File: src/rtl/ebpc_pkg.sv
// Shared types and header layout for the EBPC stream merger.
package ebpc_pkg;

  localparam int unsigned DATA_W = 8;

  typedef enum logic [1:0] {
    IDLE = 2'd0,
    HDR  = 2'd1,
    BODY = 2'd2
  } merger_state_t;

  typedef enum logic {
    ZNZ = 1'b0,
    BPC = 1'b1
  } stream_id_t;

  // Header word: stream ID in the MSB, burst length minus one below it.
  localparam int unsigned HDR_ID_POS  = DATA_W - 1;
  localparam int unsigned HDR_ID_W    = 1;
  localparam int unsigned HDR_LEN_LSB = 0;
  localparam int unsigned HDR_LEN_W   = DATA_W - HDR_ID_W;

endpackage

File: src/rtl/ebpc_sync_fifo.sv
// Single-clock FIFO with a registered fill count; overflowing pushes and
// underflowing pops are ignored.
module ebpc_sync_fifo #(
  parameter int unsigned DATA_W = 8,
  parameter int unsigned DEPTH  = 16
) (
  input  logic                       clk_i,
  input  logic                       rst_ni,
  input  logic                       push_i,
  input  logic [DATA_W-1:0]          data_i,
  input  logic                       pop_i,
  output logic [DATA_W-1:0]          data_o,
  output logic                       full_o,
  output logic                       empty_o,
  output logic [$clog2(DEPTH):0]     fill_o
);

  localparam int unsigned PTR_W  = $clog2(DEPTH);
  localparam int unsigned FILL_W = PTR_W + 1;

  logic [DATA_W-1:0] mem_q [DEPTH];
  logic [PTR_W-1:0]  wr_ptr_q, wr_ptr_d;
  logic [PTR_W-1:0]  rd_ptr_q, rd_ptr_d;
  logic [FILL_W-1:0] fill_q, fill_d;
  logic              do_push, do_pop;

  assign full_o  = (fill_q == FILL_W'(DEPTH));
  assign empty_o = (fill_q == '0);
  assign fill_o  = fill_q;
  assign data_o  = mem_q[rd_ptr_q];

  assign do_push = push_i && !full_o;
  assign do_pop  = pop_i && !empty_o;

  always_comb begin
    wr_ptr_d = wr_ptr_q;
    rd_ptr_d = rd_ptr_q;
    fill_d   = fill_q;
    if (do_push) wr_ptr_d = wr_ptr_q + PTR_W'(1);
    if (do_pop)  rd_ptr_d = rd_ptr_q + PTR_W'(1);
    unique case ({do_push, do_pop})
      2'b10:   fill_d = fill_q + FILL_W'(1);
      2'b01:   fill_d = fill_q - FILL_W'(1);
      default: fill_d = fill_q;
    endcase
  end

  always_ff @(posedge clk_i or negedge rst_ni) begin
    if (!rst_ni) begin
      wr_ptr_q <= '0;
      rd_ptr_q <= '0;
      fill_q   <= '0;
    end else begin
      wr_ptr_q <= wr_ptr_d;
      rd_ptr_q <= rd_ptr_d;
      fill_q   <= fill_d;
    end
  end

  // Storage needs no reset; the pointers define which entries are live.
  always_ff @(posedge clk_i) begin
    if (do_push) mem_q[wr_ptr_q] <= data_i;
  end

endmodule

File: src/rtl/ebpc_stream_merger.sv
// Merges the ZNZ and BPC encoder streams into one framed stream of
// header-prefixed bursts, with a flush that drains partial bursts.
module ebpc_stream_merger
  import ebpc_pkg::*;
#(
  parameter int unsigned DATA_W     = ebpc_pkg::DATA_W,
  parameter int unsigned FIFO_DEPTH = 16,
  parameter int unsigned MAX_BURST  = 8
) (
  input  logic              clk_i,
  input  logic              rst_ni,
  input  logic [DATA_W-1:0] znz_data_i,
  input  logic              znz_vld_i,
  output logic              znz_rdy_o,
  input  logic [DATA_W-1:0] bpc_data_i,
  input  logic              bpc_vld_i,
  output logic              bpc_rdy_o,
  input  logic              flush_i,
  output logic [DATA_W-1:0] data_o,
  output logic              vld_o,
  input  logic              rdy_i,
  output logic              last_o,
  output logic              idle_o
);

  localparam int unsigned FILL_W = $clog2(FIFO_DEPTH) + 1;
  // Header layout keeps the package's ID width and scales the length field with DATA_W.
  localparam int unsigned ID_POS = HDR_ID_POS + DATA_W - ebpc_pkg::DATA_W;
  localparam int unsigned LEN_W  = DATA_W - (ebpc_pkg::DATA_W - HDR_LEN_W);

  logic [DATA_W-1:0] znz_head, bpc_head;
  logic [FILL_W-1:0] znz_fill, bpc_fill, sel_fill;
  logic              znz_full, bpc_full, znz_empty, bpc_empty;
  logic              znz_push, bpc_push, znz_pop, bpc_pop;
  logic              znz_elig, bpc_elig, other_empty, body_last_word;

  merger_state_t     state_q, state_d;
  stream_id_t        sel_q, sel_d;
  stream_id_t        last_served_q, last_served_d;
  logic [LEN_W-1:0]  len_m1_q, len_m1_d;
  logic [LEN_W-1:0]  cnt_q, cnt_d;
  logic              flush_pending_q, flush_pending_d;

  function automatic logic [LEN_W-1:0] burst_len_m1(input logic [FILL_W-1:0] fill);
    if (fill >= FILL_W'(MAX_BURST)) return LEN_W'(MAX_BURST - 1);
    return LEN_W'(fill - FILL_W'(1));
  endfunction

  ebpc_sync_fifo #(
    .DATA_W (DATA_W),
    .DEPTH  (FIFO_DEPTH)
  ) u_znz_fifo (
    .clk_i   (clk_i),
    .rst_ni  (rst_ni),
    .push_i  (znz_push),
    .data_i  (znz_data_i),
    .pop_i   (znz_pop),
    .data_o  (znz_head),
    .full_o  (znz_full),
    .empty_o (znz_empty),
    .fill_o  (znz_fill)
  );

  ebpc_sync_fifo #(
    .DATA_W (DATA_W),
    .DEPTH  (FIFO_DEPTH)
  ) u_bpc_fifo (
    .clk_i   (clk_i),
    .rst_ni  (rst_ni),
    .push_i  (bpc_push),
    .data_i  (bpc_data_i),
    .pop_i   (bpc_pop),
    .data_o  (bpc_head),
    .full_o  (bpc_full),
    .empty_o (bpc_empty),
    .fill_o  (bpc_fill)
  );

  assign znz_rdy_o = !znz_full && !flush_pending_q;
  assign bpc_rdy_o = !bpc_full && !flush_pending_q;
  assign znz_push  = znz_vld_i && znz_rdy_o;
  assign bpc_push  = bpc_vld_i && bpc_rdy_o;

  assign znz_elig = (znz_fill >= FILL_W'(MAX_BURST)) || (flush_pending_q && !znz_empty);
  assign bpc_elig = (bpc_fill >= FILL_W'(MAX_BURST)) || (flush_pending_q && !bpc_empty);

  assign znz_pop = (state_q == BODY) && rdy_i && (sel_q == ZNZ);
  assign bpc_pop = (state_q == BODY) && rdy_i && (sel_q == BPC);

  assign sel_fill       = (sel_q == ZNZ) ? znz_fill : bpc_fill;
  assign other_empty    = (sel_q == ZNZ) ? bpc_empty : znz_empty;
  assign body_last_word = (state_q == BODY) && (cnt_q == len_m1_q);

  // Inputs are stalled while a flush is pending, so this stays stable under back-pressure.
  assign last_o = body_last_word && flush_pending_q && (sel_fill == FILL_W'(1)) && other_empty;

  assign idle_o = (state_q == IDLE) && znz_empty && bpc_empty && !flush_pending_q;

  always_comb begin
    state_d       = state_q;
    sel_d         = sel_q;
    len_m1_d      = len_m1_q;
    cnt_d         = cnt_q;
    last_served_d = last_served_q;
    unique case (state_q)
      IDLE: begin
        if (znz_elig || bpc_elig) begin
          if (znz_elig && bpc_elig) begin
            sel_d = (last_served_q == ZNZ) ? BPC : ZNZ;
          end else begin
            sel_d = znz_elig ? ZNZ : BPC;
          end
          len_m1_d = burst_len_m1((sel_d == ZNZ) ? znz_fill : bpc_fill);
          state_d  = HDR;
        end
      end
      HDR: begin
        if (rdy_i) begin
          state_d = BODY;
          cnt_d   = '0;
        end
      end
      BODY: begin
        if (rdy_i) begin
          if (cnt_q == len_m1_q) begin
            state_d       = IDLE;
            last_served_d = sel_q;
          end else begin
            cnt_d = cnt_q + LEN_W'(1);
          end
        end
      end
      default: state_d = IDLE;
    endcase
  end

  always_comb begin
    flush_pending_d = flush_pending_q;
    if (!flush_pending_q) begin
      if (flush_i) flush_pending_d = 1'b1;
    end else if ((last_o && rdy_i) || ((state_q == IDLE) && znz_empty && bpc_empty)) begin
      flush_pending_d = 1'b0;
    end
  end

  always_comb begin
    data_o = '0;
    vld_o  = 1'b0;
    unique case (state_q)
      HDR: begin
        vld_o                = 1'b1;
        data_o[ID_POS]       = sel_q;
        data_o[LEN_W-1:0]    = len_m1_q;
      end
      BODY: begin
        vld_o  = 1'b1;
        data_o = (sel_q == ZNZ) ? znz_head : bpc_head;
      end
      default: ;
    endcase
  end

  always_ff @(posedge clk_i or negedge rst_ni) begin
    if (!rst_ni) begin
      state_q         <= IDLE;
      sel_q           <= ZNZ;
      last_served_q   <= BPC;
      len_m1_q        <= '0;
      cnt_q           <= '0;
      flush_pending_q <= 1'b0;
    end else begin
      state_q         <= state_d;
      sel_q           <= sel_d;
      last_served_q   <= last_served_d;
      len_m1_q        <= len_m1_d;
      cnt_q           <= cnt_d;
      flush_pending_q <= flush_pending_d;
    end
  end

endmodule

File: config.mk
export PLATFORM = sky130hd
export DESIGN_NAME = ebpc_stream_merger
export DESIGN_NICKNAME = d
export VERILOG_FILES = /design/src/rtl/ebpc_pkg.sv /design/src/rtl/ebpc_sync_fifo.sv /design/src/rtl/ebpc_stream_merger.sv
export SDC_FILE = /design/constraint.sdc
export NUM_CORES = 1
export LEC_CHECK = 0
export ABC_AREA = 1
export BUFFER_PORTS_ARGS = -buffer_cell sky130_fd_sc_hd__buf_2
export CORE_MARGIN = 2
export CORE_UTILIZATION = 55
export DETAILED_ROUTE_END_ITERATION = 10
export PLACE_DENSITY = 0.72
export SETUP_SLACK_MARGIN = 0.4
export SYNTH_ARGS = -nofsm -noshare
export SYNTH_HDL_FRONTEND = slang
export SYNTH_HIERARCHICAL = 1
export SYNTH_SLANG_ARGS = --single-unit
export TNS_END_PERCENT = 10
File: constraint.sdc
create_clock -name clk_i -period 5.6 [get_ports clk_i]
set_clock_uncertainty 0.1 [all_clocks]
set_input_delay 0.28 -clock clk_i [delete_from_list [all_inputs] [get_ports clk_i]]
set_output_delay 0.28 -clock clk_i [all_outputs]
set_load 0.02 [all_outputs]
# Yosys cells after proc, flatten, opt, wreduce, memory -nomap -nowiden
# Memory sizes are Yosys's and may differ from the RTL's.
# Index checks and enable logic that the tools add are counted.
# word_totals
ff_bits	45
ramBits	256
out_inout_bits	13
word_cells	119
mem_count	2
# classes
addsub	10
order_cmp	3
eq_ne	15
mux	34
bitwise	1
n_reduce_logical	42
# memory_table
name	depth	word_bits	rd	rd_ports_with_merged_regs	write_ports	line_no	text
u_bpc_fifo.mem_q	16	8	1	0	1	ebpc_sync_fifo.sv:21	logic [DATA_W-1:0] mem_q [DEPTH];
u_znz_fifo.mem_q	16	8	1	0	1	ebpc_sync_fifo.sv:21	
# op_table
cell	count
7-bit 2-to-1 mux	5
1-bit logical AND	22
5-bit one-hot mux with 2 select lines	2
1-bit 2-to-1 mux	17
4-bit by 1-bit adder with 4-bit output (second input constant)	4
8-bit one-hot mux with 2 select lines	1
5-bit by 4-bit greater-or-equal comparator with 1-bit output (second input constant)	3
7-bit one-hot mux with 2 select lines	1
5-bit by 1-bit adder with 5-bit output (second input constant)	2
5-bit == test (second input constant)	2
5-bit zero test	2
5-bit 2-to-1 mux	2
5-bit by 1-bit subtractor with 5-bit output (second input constant)	2
2-bit 2-to-1 mux	4
8-bit 2-to-1 mux	1
4-bit AND reduction	2
7-bit by 1-bit adder with 7-bit output (second input constant)	1
7-bit == test	1
2-bit by 1-bit == test with 1-bit output (second input constant)	3
2-bit == test (second input constant)	3
2-bit inequality test (second input constant)	3
2-bit one-hot mux with 3 select lines	1
2-bit nonzero test	3
5-bit by 1-bit subtractor with 6-bit output (second input constant)	1
9 further kinds	17

# Logic depth before layout (Yosys ltp)
# Gate-level depths: netlist (run 1).
# logic_depth
depth_word	14
mapped_depth	17

# Cells and area by module
# Netlist (run 1), hierarchy kept.
# modules_own_cells
module	n_inst	cells_each	area_each_um2
ebpc_sync_fifo	2	621	6231.0
ebpc_stream_merger	1	219	1515.2

# Least setup slack after synthesis (run 1)
# OpenSTA, ideal clock, no wires.
# synth_path
path_type	register to register
from	register state_q[0]
to	register u_znz_fifo.fill_q[4], in the netlist u_znz_fifo/fill_o[4]
setup_time_ns	0.116
arrival_time_ns	2.183
t_required_ns	5.384
setup_slack_ns	3.200
path_stages_with_launch	18
path_buffers	0
synth_period_minus_slack_ns	2.400
cell_sequence	dfrtp_1 > inv_1 > ha_1 > nand2_1 > nor2_1 > nand2_1 > inv_1 > ha_1 > inv_1 > fa_1 > inv_1 > nand2_1 > nand2_1 > nand2_1 > nand2_1 > nand2_1 > nand2_1 > nand2_1
# synth_via
elab_chain_len	6
elab_cells_between_ends	8
# synth_rtl
item	line_no	text
start, declared	ebpc_stream_merger.sv:37	merger_state_t state_q, state_d;
start signal, assigned	ebpc_stream_merger.sv:172	state_q <= state_d;
2-bit == test (*)	ebpc_stream_merger.sv:87	assign znz_pop = (state_q == BODY) && rdy_i && (sel_q == ZNZ);
1-bit logical AND (*) (2 in series)	ebpc_stream_merger.sv:87	
via znz_pop	ebpc_stream_merger.sv:34	logic znz_push, bpc_push, znz_pop, bpc_pop;
1-bit logical AND (*)	ebpc_sync_fifo.sv:33	assign do_pop = pop_i && !empty_o;
via u_znz_fifo.do_pop	ebpc_sync_fifo.sv:25	logic do_push, do_pop;
2-bit by 1-bit == test with 1-bit output / 2-bit == test (equally long branches)	ebpc_sync_fifo.sv:41	unique case ({do_push, do_pop})
5-bit one-hot mux with 2 select lines / 2-bit nonzero test (equally long branches)	--	
end signal, assigned	ebpc_sync_fifo.sv:56	fill_q <= fill_d;
end, declared	ebpc_sync_fifo.sv:24	logic [FILL_W-1:0] fill_q, fill_d;
# The timed path passes the listed nets; every way through them passes the cells marked *.
# A chain may end at the register's enable or synchronous reset.

# Worst setup path after layout (run 1)
# layout_path
from	register u_znz_fifo.rd_ptr_q[0]
to	output data_o[2]
# layout_via
elab_chain_len	3
# layout_rtl
item	line_no	text
start, declared	ebpc_sync_fifo.sv:23	logic [PTR_W-1:0] rd_ptr_q, rd_ptr_d;
start signal, assigned	ebpc_sync_fifo.sv:55	rd_ptr_q <= rd_ptr_d;
memory 16 x 8 bit	--	
via znz_head[2]	ebpc_stream_merger.sv:31	logic [DATA_W-1:0] znz_head, bpc_head;
8-bit 2-to-1 mux	ebpc_stream_merger.sv:157	data_o = (sel_q == ZNZ) ? znz_head : bpc_head;
8-bit one-hot mux with 2 select lines	ebpc_stream_merger.sv:149	unique case (state_q)
end, declared	ebpc_stream_merger.sv:19	output logic [DATA_W-1:0] data_o,
# The timed path passes the listed nets, and every way through them passes these cells.

==> results.py, run 1 <==
metrics = {
    "floorplan": {
        "die_area_um2": 26700,
        "die_w_um": 163,
        "row_count": 58,
        "start_util_pct": 55.8,
        "ioPinCount": 35,
        "die_y_um": 163,
        "coreArea_um2": 25000,
    },
    "job": {
        "cap_violations": 0,
    },
    "clock_network": {
        "cts_buffer_depth": 3,
        "cts_tree": "built",
        "clk_pin_slew_ns": 0.06,
        "cts_resized": 0,
        "clock_latency_ns": 0.55,
        "numCtsBuffers": 30,
        "cts_sinks": 300,
        "cts_setup_buffers": 0,
        "clock-root-buffer": "clkbuf_16",
        "cts_hold_buf": 2,
        "htree_levels": 1,
    },
    "grt": {
        "antenna_found_initial": 0,
        "grt_overflow": 0,
        "grt_pass1_vias": 9167,
        "grt_use_total_pct": 23.7,
        "grt_start_max_net_pins": 82,
        "grt_pass1_wl_um": 48600,
    },
    "final_layout": {
        "synthToLayoutAreaGrowth_pct": 9.56,
        "finalNetCount": 1530,
        "fin_area_um2": 15300,
        "antenna_cells": 0,
        "drive_above_1_share_pct": 7.64,
    },
    "critical_path": {
        "path_max_fanout": 50,
        "arrival_ns": 2.93,
        "startpoint": "u_znz_fifo/rd_ptr_q[0]$_DFFE_PN0P_",
        "crit_chain": "inv_2 > nand2_1 > nand2_1 > nand2_1 > nand3_1 > nand2_1 > nand2_1 > nor2_1 > nor2_1 > o21ai_0 > a21oi_1 > buf_2",
        "path_depth": 12,
        "r2r_end": "u_bpc_fifo/mem_q[10][5]$_DFFE_PP_",
        "path_delay_family": "buffers and inverters",
        "worstRegToRegCells": 8,
        "r2r_slack_ns": 2.82,
        "crit_end": "data_o[2]",
        "crit_path_end_kind": "output port",
        "cp_slowest_stage_delay_ns": 0.67,
        "crit_type": "reg -> out",
        "reg2reg_from": "u_bpc_fifo/fill_o[0]$_DFFE_PN0P_",
        "slowest_stage": "inv_2",
        "crit_required_ns": 5.22,
        "start_kind": "flip-flop",
        "cp.buffers_inverters": 2,
        "path_common_cell": "nand2_1",
    },
    "power_and_ir_drop": {
        "power.switching_mw": 2.57,
        "p_sw_share_pct": 36.9,
        "power.density_nw_per_um2": 454,
        "intPower_mw": 4.38,
        "seqPwrFrac_pct": 39.2,
        "p_clk_share_pct": 28.4,
        "peakVddDrop_uv": 311,
        "power.share.combinational_pct": 32.5,
        "p_leak_nw": 6.64,
    },
    "outcome": {
        "status": "completed",
    },
    "synthesis": {
        "synth.distinct_cells": 40,
        "syn_area_per_cell_um2": 9.57,
        "synthCells": 1461,
        "synthTopCellsByCount": "nand2_1 (526), edfxtp_1 (256), nor2_1 (170)",
        "ys_dominant_reg_cell": "edfxtp_1",
        "synth_seq_cells": 300,
        "synth.area.top_cells": "edfxtp_1 (55%), nand2_1 (14%), dfrtp_1 (7.7%), nor2_1 (4.6%), nand3_1 (4.3%)",
        "syn_area_um2": 14000,
        "async_reset_ff_share_pct": 14.7,
        "yosysSeqAreaShare_pct": 62.9,
        "syn_nets": 1508,
        "synth-edff-count": 256,
        "yosysMostFrequentCell": "nand2_1",
        "yosysTopAreaCell": "edfxtp_1",
        "synth_warnings": 6,
        "synth.top_cell.area_share_pct": 55.0,
    },
    "timing": {
        "finalCriticalPeriod_ns": 3.31,
        "setup_viol": 0,
        "worst_slew_pin_slew_ns": 1.05,
        "hold_slack_ns": 0.0431,
        "drv_slew": 0,
        "slew_headroom_pct": 30.1,
        "hold_viol": 0,
        "rsz0062_at_grt": "false",
        "fmax_mhz": 302,
        "fin_tns_setup_ns": 0,
        "finalCritPeriodShare_pct": 59.2,
    },
    "routing": {
        "ant_nets": 0,
        "viasPerCell": 5.30,
        "drc_errors": 0,
        "vias": 9724,
        "totalWireLength_um": 30900,
        "wire_per_inst_um": 16.8,
        "firstDrtPassIters": 5,
        "drtIter0Drc": 948,
    },
    "placed_design": {
        "gp_congestion": 0.868,
        "dpl-instance-area_um2": 14300,
        "numPortBuffers": 34,
        "hpwl_um": 20100,
    },
    "min_path": {
        "worstHoldPathType": "in -> reg",
    },
}
-- registers in the layout, indices dropped and copies added, names as in the netlist --
signal / count
cnt_q: 7
u_znz_fifo/wr_ptr_q: 4
u_znz_fifo/fill_o: 5
last_served_q: 1
u_bpc_fifo/mem_q: 128
flush_pending_q: 1
sel_q: 1
state_q: 2
u_znz_fifo/mem_q: 128
len_m1_q: 6
u_bpc_fifo/fill_o: 5
u_bpc_fifo/rd_ptr_q: 4
u_bpc_fifo/wr_ptr_q: 4
u_znz_fifo/rd_ptr_q: 4
-- how the worst min path moves through the flow --
stage                                       from                                end  slack [ns]  cells past startpoint
after floorplan                           rst_ni               cnt_q[0]$_DFFE_PN0P_       -0.12                      0
after global placement    state_q[1]$_DFFE_PN0P_             state_q[1]$_DFFE_PN0P_        0.40                      2
after detailed placement  state_q[1]$_DFFE_PN0P_             state_q[1]$_DFFE_PN0P_        0.41                      2
after CTS                          bpc_data_i[6]  u_bpc_fifo/mem_q[12][6]$_DFFE_PP_        0.03                      1
after global routing               bpc_data_i[6]  u_bpc_fifo/mem_q[14][6]$_DFFE_PP_        0.04                      1
final                              bpc_data_i[6]   u_bpc_fifo/mem_q[6][6]$_DFFE_PP_        0.04                      1
-- layout by cell type, fill, tap and decap left out, types with 17 or more instances in the layout --
master	n
nand2_1	526
dfrtp_1	41
nand3_1	119
o21ai_0	21
inv_1	156
ha_1	23
xor2_1	17
clkbuf_16	32
nor2_1	170
buf_2	34
edfxtp_1	256
-- layout make-up --
type / count / area (um2)
tap: 330 / 413
multi-input combinational: 947 / 4300
clock buffer: 42 / 868
inverter: 165 / 619
clock inverter: 13 / 111
timing repair buffer: 39 / 213
sequential: 300 / 8790
fill: 2083 / 9720
-- metal layers --
| metal | up-vias | routed length, um | global-route usage (%) |
|---|---|---|---|
| li1 | 4721 | - | - |
| met1 | 4600 | 13800 | 33.7 |
| met2 | 335 | 14300 | 37.8 |
| met3 | 68 | 1960 | 3.56 |
| met4 | 0 | 946 | 7.64 |
| met5 | - | 0 | 0 |
-- cell families (layout without fill, tap and decap cells) --
family,after synthesis,after routing,share of synthesized area [%]
buf+inv,214,259,6.37
mux,1,1,0.0716
xor+xnor,25,25,1.57
fa+ha+maj,25,25,2.35
simple gates,855,855,25.2
compound gates,41,41,1.53
flops,300,300,62.9
-- through the flow --
stage	setup slack [ns]	utilization (%)	std cells	power, mW
final	2.29	61.2	1836	6.95
after global routing	2.08	61.2	1836	7.34
after CTS	2.26	61.2	1836	6.96
after detailed placement	2.81	57.2	1779	4.98
after global placement	2.87	57.2	1779	4.93
after floorplan	3.20	-	1461	4.38
-- power by group through the flow --
stage                     sequential, mW  clock [mW]  combinational [mW]
final                               2.72        1.97                2.26
after global placement              2.75           0                2.17
after CTS                           2.72        2.00                2.24
after detailed placement            2.76           0                2.21
after global routing                2.74        2.09                2.51
after floorplan                     2.69           0                1.69
(Power assumes the default switching activity.)
==> inputs of run 2 (changes only) <==
PLACE_DENSITY = 0.74   (was 0.72)
clock period = 3 ns   (was 5.6 ns; I/O delays follow)
==> results.py, run 2 (same netlist as run 1, synthesis figures left out) <==
metrics = {
    "final_layout": {
        "antenna_cells": 0,
        "instances_no_fill": 1914,
        "most-common-layout-cells": "nand2_1 (508), edfxtp_1 (256), nor2_1 (161)",
        "synthToLayoutAreaGrowth_pct": 17.8,
        "fin_area_um2": 16500,
        "seq_area_um2": 8800,
        "finalNetCount": 1608,
        "reg_top3": "u_bpc_fifo/mem_q: 128 flops, u_znz_fifo/mem_q: 128 flops, cnt_q: 7 flops",
        "final_common_cell": "nand2_1",
        "nFillCells": 1910,
        "multi_input_area_um2": 4490,
        "drive_above_1_share_pct": 14.6,
    },
    "power_and_ir_drop": {
        "power.switching_mw": 5.30,
        "p_leak_nw": 7.17,
        "power.share.combinational_pct": 38.0,
        "p_sw_share_pct": 37.3,
        "intPower_mw": 8.92,
        "seqPwrFrac_pct": 35.8,
        "peakVddDrop_uv": 575,
        "power.density_nw_per_um2": 864,
        "p_clk_share_pct": 26.1,
    },
    "clock_network": {
        "htree_levels": 1,
        "numCtsBuffers": 31,
        "clock_latency_ns": 0.56,
        "clock-root-buffer": "clkbuf_16",
        "cts_buffer_depth": 3,
        "cts_tree": "built",
        "clk_pin_slew_ns": 0.06,
        "cts_sinks": 300,
    },
    "critical_path": {
        "worstRegToRegCells": 8,
        "crit_type": "reg -> out",
        "arrival_ns": 2.47,
        "start_kind": "flip-flop",
        "crit_path_end_kind": "output port",
        "crit_required_ns": 2.75,
        "path_max_fanout": 11,
    },
    "placed_design": {
        "dpl.cell_count": 1812,
        "hpwl_um": 20200,
        "gp_congestion": 0.894,
        "dpl-instance-area_um2": 14600,
        "numPortBuffers": 34,
    },
    "routing": {
        "vias": 10197,
        "wire_per_inst_um": 17.5,
        "totalWireLength_um": 33500,
        "drc_errors": 0,
        "viasPerCell": 5.33,
        "firstDrtPassIters": 8,
        "drtIter0Drc": 1012,
        "ant_nets": 0,
    },
    "timing": {
        "slew_headroom_pct": 29.9,
        "drv_slew": 0,
        "fmax_mhz": 367,
        "hold_viol": 0,
        "finalCritPeriodShare_pct": 90.8,
        "rsz0062_at_grt": "true",
        "setup_viol": 0,
        "fin_tns_setup_ns": 0,
        "worst_slew_pin_slew_ns": 1.05,
        "finalCriticalPeriod_ns": 2.72,
    },
    "floorplan": {
        "row_count": 58,
        "die_area_um2": 26700,
        "coreArea_um2": 25000,
        "die_w_um": 163,
        "die_y_um": 163,
        "start_util_pct": 55.8,
        "ioPinCount": 35,
    },
    "grt": {
        "antenna_found_initial": 0,
        "grt_start_max_net_pins": 45,
        "grt_overflow": 0,
        "grt_pass1_vias": 9734,
        "grt_use_total_pct": 25.6,
        "grt_pass1_wl_um": 52200,
    },
    "outcome": {
        "status": "completed",
    },
    "min_path": {
        "worstHoldPathType": "in -> reg",
        "holdPathStages": 4,
    },
    "job": {
        "cap_violations": 0,
    },
}
## run 2: cell types whose count changed in the layout (fill, tap and decap cells not counted), moves of 8 or more
cell	delta
buf_12	+8
buf_2	-8
buf_4	+44
dlygate4sd3_1	+19
nand2_1	-18
nand2_2	+18
nand3_1	-17
nand3_2	+17
nor2_1	-9
nor2_2	+9
## run 2: power by group through the flow
stage / combinational, mW / clock (mW) / sequential (mW)
after floorplan: 3.16 / 0 / 5.02
after global placement: 4.18 / 0 / 5.14
after detailed placement: 4.27 / 0 / 5.16
after CTS: 5.22 / 3.76 / 5.08
after global routing: 5.91 / 3.90 / 5.13
final: 5.41 / 3.72 / 5.10
## run 2: final cells by class
cell class	instances	area share [%]
Sequential cell	300	53.4
Tap cell	330	2.51
Timing Repair Buffer	115	6.90
Clock buffer	37	4.85
Clock inverter	19	1.12
Multi-Input combinational cell	948	27.3
Inverter	165	3.94
## run 2: path summary, 6_finish.rpt
kind / start / to / slack (ns)
max reg2reg: u_znz_fifo/fill_o[0]$_DFFE_PN0P_ / u_znz_fifo/mem_q[9][7]$_DFFE_PP_ / 0.47
max: u_znz_fifo/rd_ptr_q[0]$_DFFE_PN0P_ / data_o[0] / 0.28
min reg2reg: u_znz_fifo/fill_o[0]$_DFFE_PN0P_ / u_znz_fifo/fill_o[0]$_DFFE_PN0P_ / 0.43
min: znz_vld_i / u_znz_fifo/wr_ptr_q[0]$_DFFE_PN0P_ / 0.05
max in group asynchronous: rst_ni / u_znz_fifo/rd_ptr_q[1]$_DFFE_PN0P_ / 1.85
min in group asynchronous: rst_ni / len_m1_q[1]$_DFFE_PN0P_ / 0.21
## run 2: per-layer routing
layer	vias to the layer above	wire [um]	share of wire, %	global-route usage [%]
li1	4886	-	-	-
met2	427	16400	49	43.1
met1	4826	13800	41	35.1
met5	-	0	0	0
met3	58	2460	7.4	3.05
met4	0	813	2.4	7.56
## run 2: metrics by stage
stage / worst slack, ns / util [%] / hold slack, ns / power, mW
finish: 0.277 / 65.8 / 0.0535 / 14.2
global placement: 0.366 / 58.4 / 0.287 / 9.32
floorplan: 0.600 / - / -0.246 / 8.18
detailed placement: 0.229 / 58.4 / 0.301 / 9.43
global route: 0.205 / 65.8 / 0.0710 / 14.9
CTS: 0.363 / 65.5 / 0.0191 / 14.1
## run 2: worst max-delay path, stage by stage (launching register included)
cell and delay [ns]:
dfrtp_2 0.47, buf_6 0.16, buf_12 0.14, nand2_1 0.08, nand3_1 0.10, nand2_1 0.07
nor2_1 0.11, nand2_2 0.08, nand2_1 0.09, nor2_1 0.05, nor2_1 0.08, o21ai_1 0.08
a21oi_1 0.21, buf_4 0.18
## run 2: timing repair
action / CTS / global route
setup buffers: 15 / 1
gates cloned: 8 / 1
hold buffers: 21 / 0
pin swaps: 23 / 6
endpoints found under the setup margin: 12 / 76
hold endpoints to repair: 304 / 0
resized for setup: 77 / 17
==> inputs of run 3 (changes only) <==
REMOVE_ABC_BUFFERS = 1   (was unset)
==> results.py, run 3 (same netlist as run 1, synthesis figures left out) <==
metrics = {
    "placed_design": {
        "dpl.cell_count": 1813,
        "hpwl_um": 19800,
        "gp_congestion": 0.885,
        "numPortBuffers": 34,
    },
    "clock_network": {
        "clk_pin_slew_ns": 0.06,
        "clock-root-buffer": "clkbuf_16",
        "htree_levels": 1,
        "cts_sinks": 300,
        "numCtsBuffers": 31,
        "clock_latency_ns": 0.56,
        "cts_tree": "built",
        "cts_buffer_depth": 3,
    },
    "critical_path": {
        "crit_required_ns": 2.75,
        "start_kind": "flip-flop",
        "arrival_ns": 2.53,
        "crit_path_end_kind": "output port",
        "reg2reg_from": "u_znz_fifo/fill_o[0]$_DFFE_PN0P_",
        "path_max_fanout": 7,
        "startpoint": "u_znz_fifo/rd_ptr_q[0]$_DFFE_PN0P_",
        "crit_type": "reg -> out",
    },
    "final_layout": {
        "reg_top3": "u_bpc_fifo/mem_q: 128 flops, u_znz_fifo/mem_q: 128 flops, cnt_q: 7 flops",
        "antenna_cells": 0,
        "synthToLayoutAreaGrowth_pct": 17.5,
        "final_common_cell": "nand2_1",
        "most-common-layout-cells": "nand2_1 (511), edfxtp_1 (256), inv_1 (154)",
        "drive_above_1_share_pct": 14.7,
        "finalNetCount": 1612,
        "instances_no_fill": 1917,
    },
    "routing": {
        "ant_nets": 0,
        "viasPerCell": 5.31,
        "wire_per_inst_um": 17.1,
        "firstDrtPassIters": 7,
        "totalWireLength_um": 32800,
        "vias": 10174,
        "drc_errors": 0,
        "drtIter0Drc": 1022,
    },
    "power_and_ir_drop": {
        "power.density_nw_per_um2": 852,
        "p_leak_nw": 7.11,
        "p_sw_share_pct": 37.2,
        "seqPwrFrac_pct": 36.4,
        "intPower_mw": 8.80,
        "power.share.combinational_pct": 37.8,
        "p_total_mw": 14.0,
        "power.switching_mw": 5.20,
        "peakVddDrop_uv": 605,
        "p_clk_share_pct": 25.8,
    },
    "grt": {
        "met2_usage_pct": 40.8,
        "grt_use_total_pct": 23.5,
        "grt_pass1_vias": 9431,
        "grt_use_met1_pct": 30.3,
        "grt_pass1_wl_um": 48500,
        "grt_overflow": 0,
        "grt_most_used_layer": "met2",
        "met3_usage_pct": 2.92,
        "antenna_found_initial": 0,
        "grt_start_max_net_pins": 51,
    },
    "timing": {
        "finalCriticalPeriod_ns": 2.78,
        "finalCritPeriodShare_pct": 92.5,
        "fmax_mhz": 360,
        "fin_tns_setup_ns": 0,
        "setup_viol": 0,
        "worst_slew_pin_slew_ns": 0.991,
        "rsz0062_at_grt": "true",
        "drv_slew": 0,
        "slew_headroom_pct": 34.0,
        "hold_viol": 0,
    },
    "outcome": {
        "status": "completed",
    },
    "floorplan": {
        "die_area_um2": 26700,
        "ioPinCount": 35,
        "start_util_pct": 55.8,
        "row_count": 58,
        "coreArea_um2": 25000,
        "die_w_um": 163,
        "die_y_um": 163,
    },
    "min_path": {
        "worstHoldPathType": "in -> async",
    },
    "job": {
        "cap_violations": 0,
    },
}
## run 3: changes by cell type in the layout (fill, tap and decap cells not counted), moves of 4 or more
| cell | before | now |
|---|---|---|
| clkbuf_16 | 32 | 37 |
| nor2_2 | 11 | 28 |
| inv_6 | 5 | 1 |
| nand3_1 | 102 | 114 |
| nand3_2 | 17 | 5 |
| nor2_1 | 161 | 140 |
| buf_16 | 6 | 0 |
| clkbuf_1 | 6 | 10 |
## run 3: final cells by class
type                       instances  area, um2
clock inverter                    13        123
fill                            1909       8610
multi-input combinational        947       4470
timing repair inverter             2       27.5
timing repair buffer             118       1130
sequential                       300       8800
inverter                         165        638
clock buffer                      42        827
tap                              330        413
## run 3: worst max-delay path, stage by stage, from the launching register on
cell       delay [ns]
dfrtp_4          0.52
buf_12           0.18
clkbuf_16        0.16
nor2_1           0.11
nor2_1           0.06
nor2_1           0.17
nand2_1          0.09
nand2_2          0.09
nor2_1           0.05
nor2_1           0.10
o21ai_1          0.10
a21oi_1          0.17
buf_4            0.16
## run 3: worst paths after layout
check / end / slack (ns) / cells after the start
hold / removal: cnt_q[1]$_DFFE_PN0P_ / 0.21 / 2
setup reg to reg: u_znz_fifo/mem_q[13][5]$_DFFE_PP_ / 0.35 / 8
min in group clk_i: state_q[1]$_DFFE_PN0P_ / 0.42 / 2
hold reg to reg: state_q[1]$_DFFE_PN0P_ / 0.42 / 2
max in group asynchronous: u_znz_fifo/rd_ptr_q[0]$_DFFE_PN0P_ / 1.86 / 2
setup / recovery: data_o[2] / 0.22 / 12
## run 3: per-layer routing
layer / share of wire (%) / routed length (um)
met3: 5.8 / 1910
met1: 40 / 13200
met5: 0 / 0
met2: 50 / 16300
met4: 4.1 / 1340
## run 3: timing repair
| action | in CTS | in global routing |
|---|---|---|
| pin swaps | 2 | 39 |
| hold endpoints to repair | 307 | 0 |
| setup buffers | 6 | 8 |
| endpoints found under the setup margin | 8 | 87 |
| hold buffers | 22 | 0 |
| cloned | 0 | 13 |
| resized for setup | 11 | 98 |
## run 3: power groups by stage
| stage | clock network [mW] | logic, mW | registers, mW |
|---|---|---|---|
| floorplan | 0 | 2.72 | 5.28 |
| finish | 3.61 | 5.29 | 5.10 |
| detailed placement | 0 | 4.19 | 5.17 |
| global route | 3.80 | 5.77 | 5.13 |
| global placement | 0 | 4.13 | 5.16 |
| CTS | 3.65 | 4.38 | 5.09 |
## run 3: stage by stage
| step | hold WS [ns] | util [%] | setup slack [ns] | area, um2 |
|---|---|---|---|---|
| after CTS | 0.234 | 63.3 | 0.181 | 15900 |
| final | 0.211 | 65.6 | 0.224 | 16400 |
| after detailed placement | 0.273 | 58.2 | 0.440 | 14600 |
| after global placement | 0.266 | 58.2 | 0.505 | 14600 |
| after global routing | 0.280 | 65.6 | 0.144 | 16400 |
| after floorplan | -0.246 | - | -0.404 | 13700 |
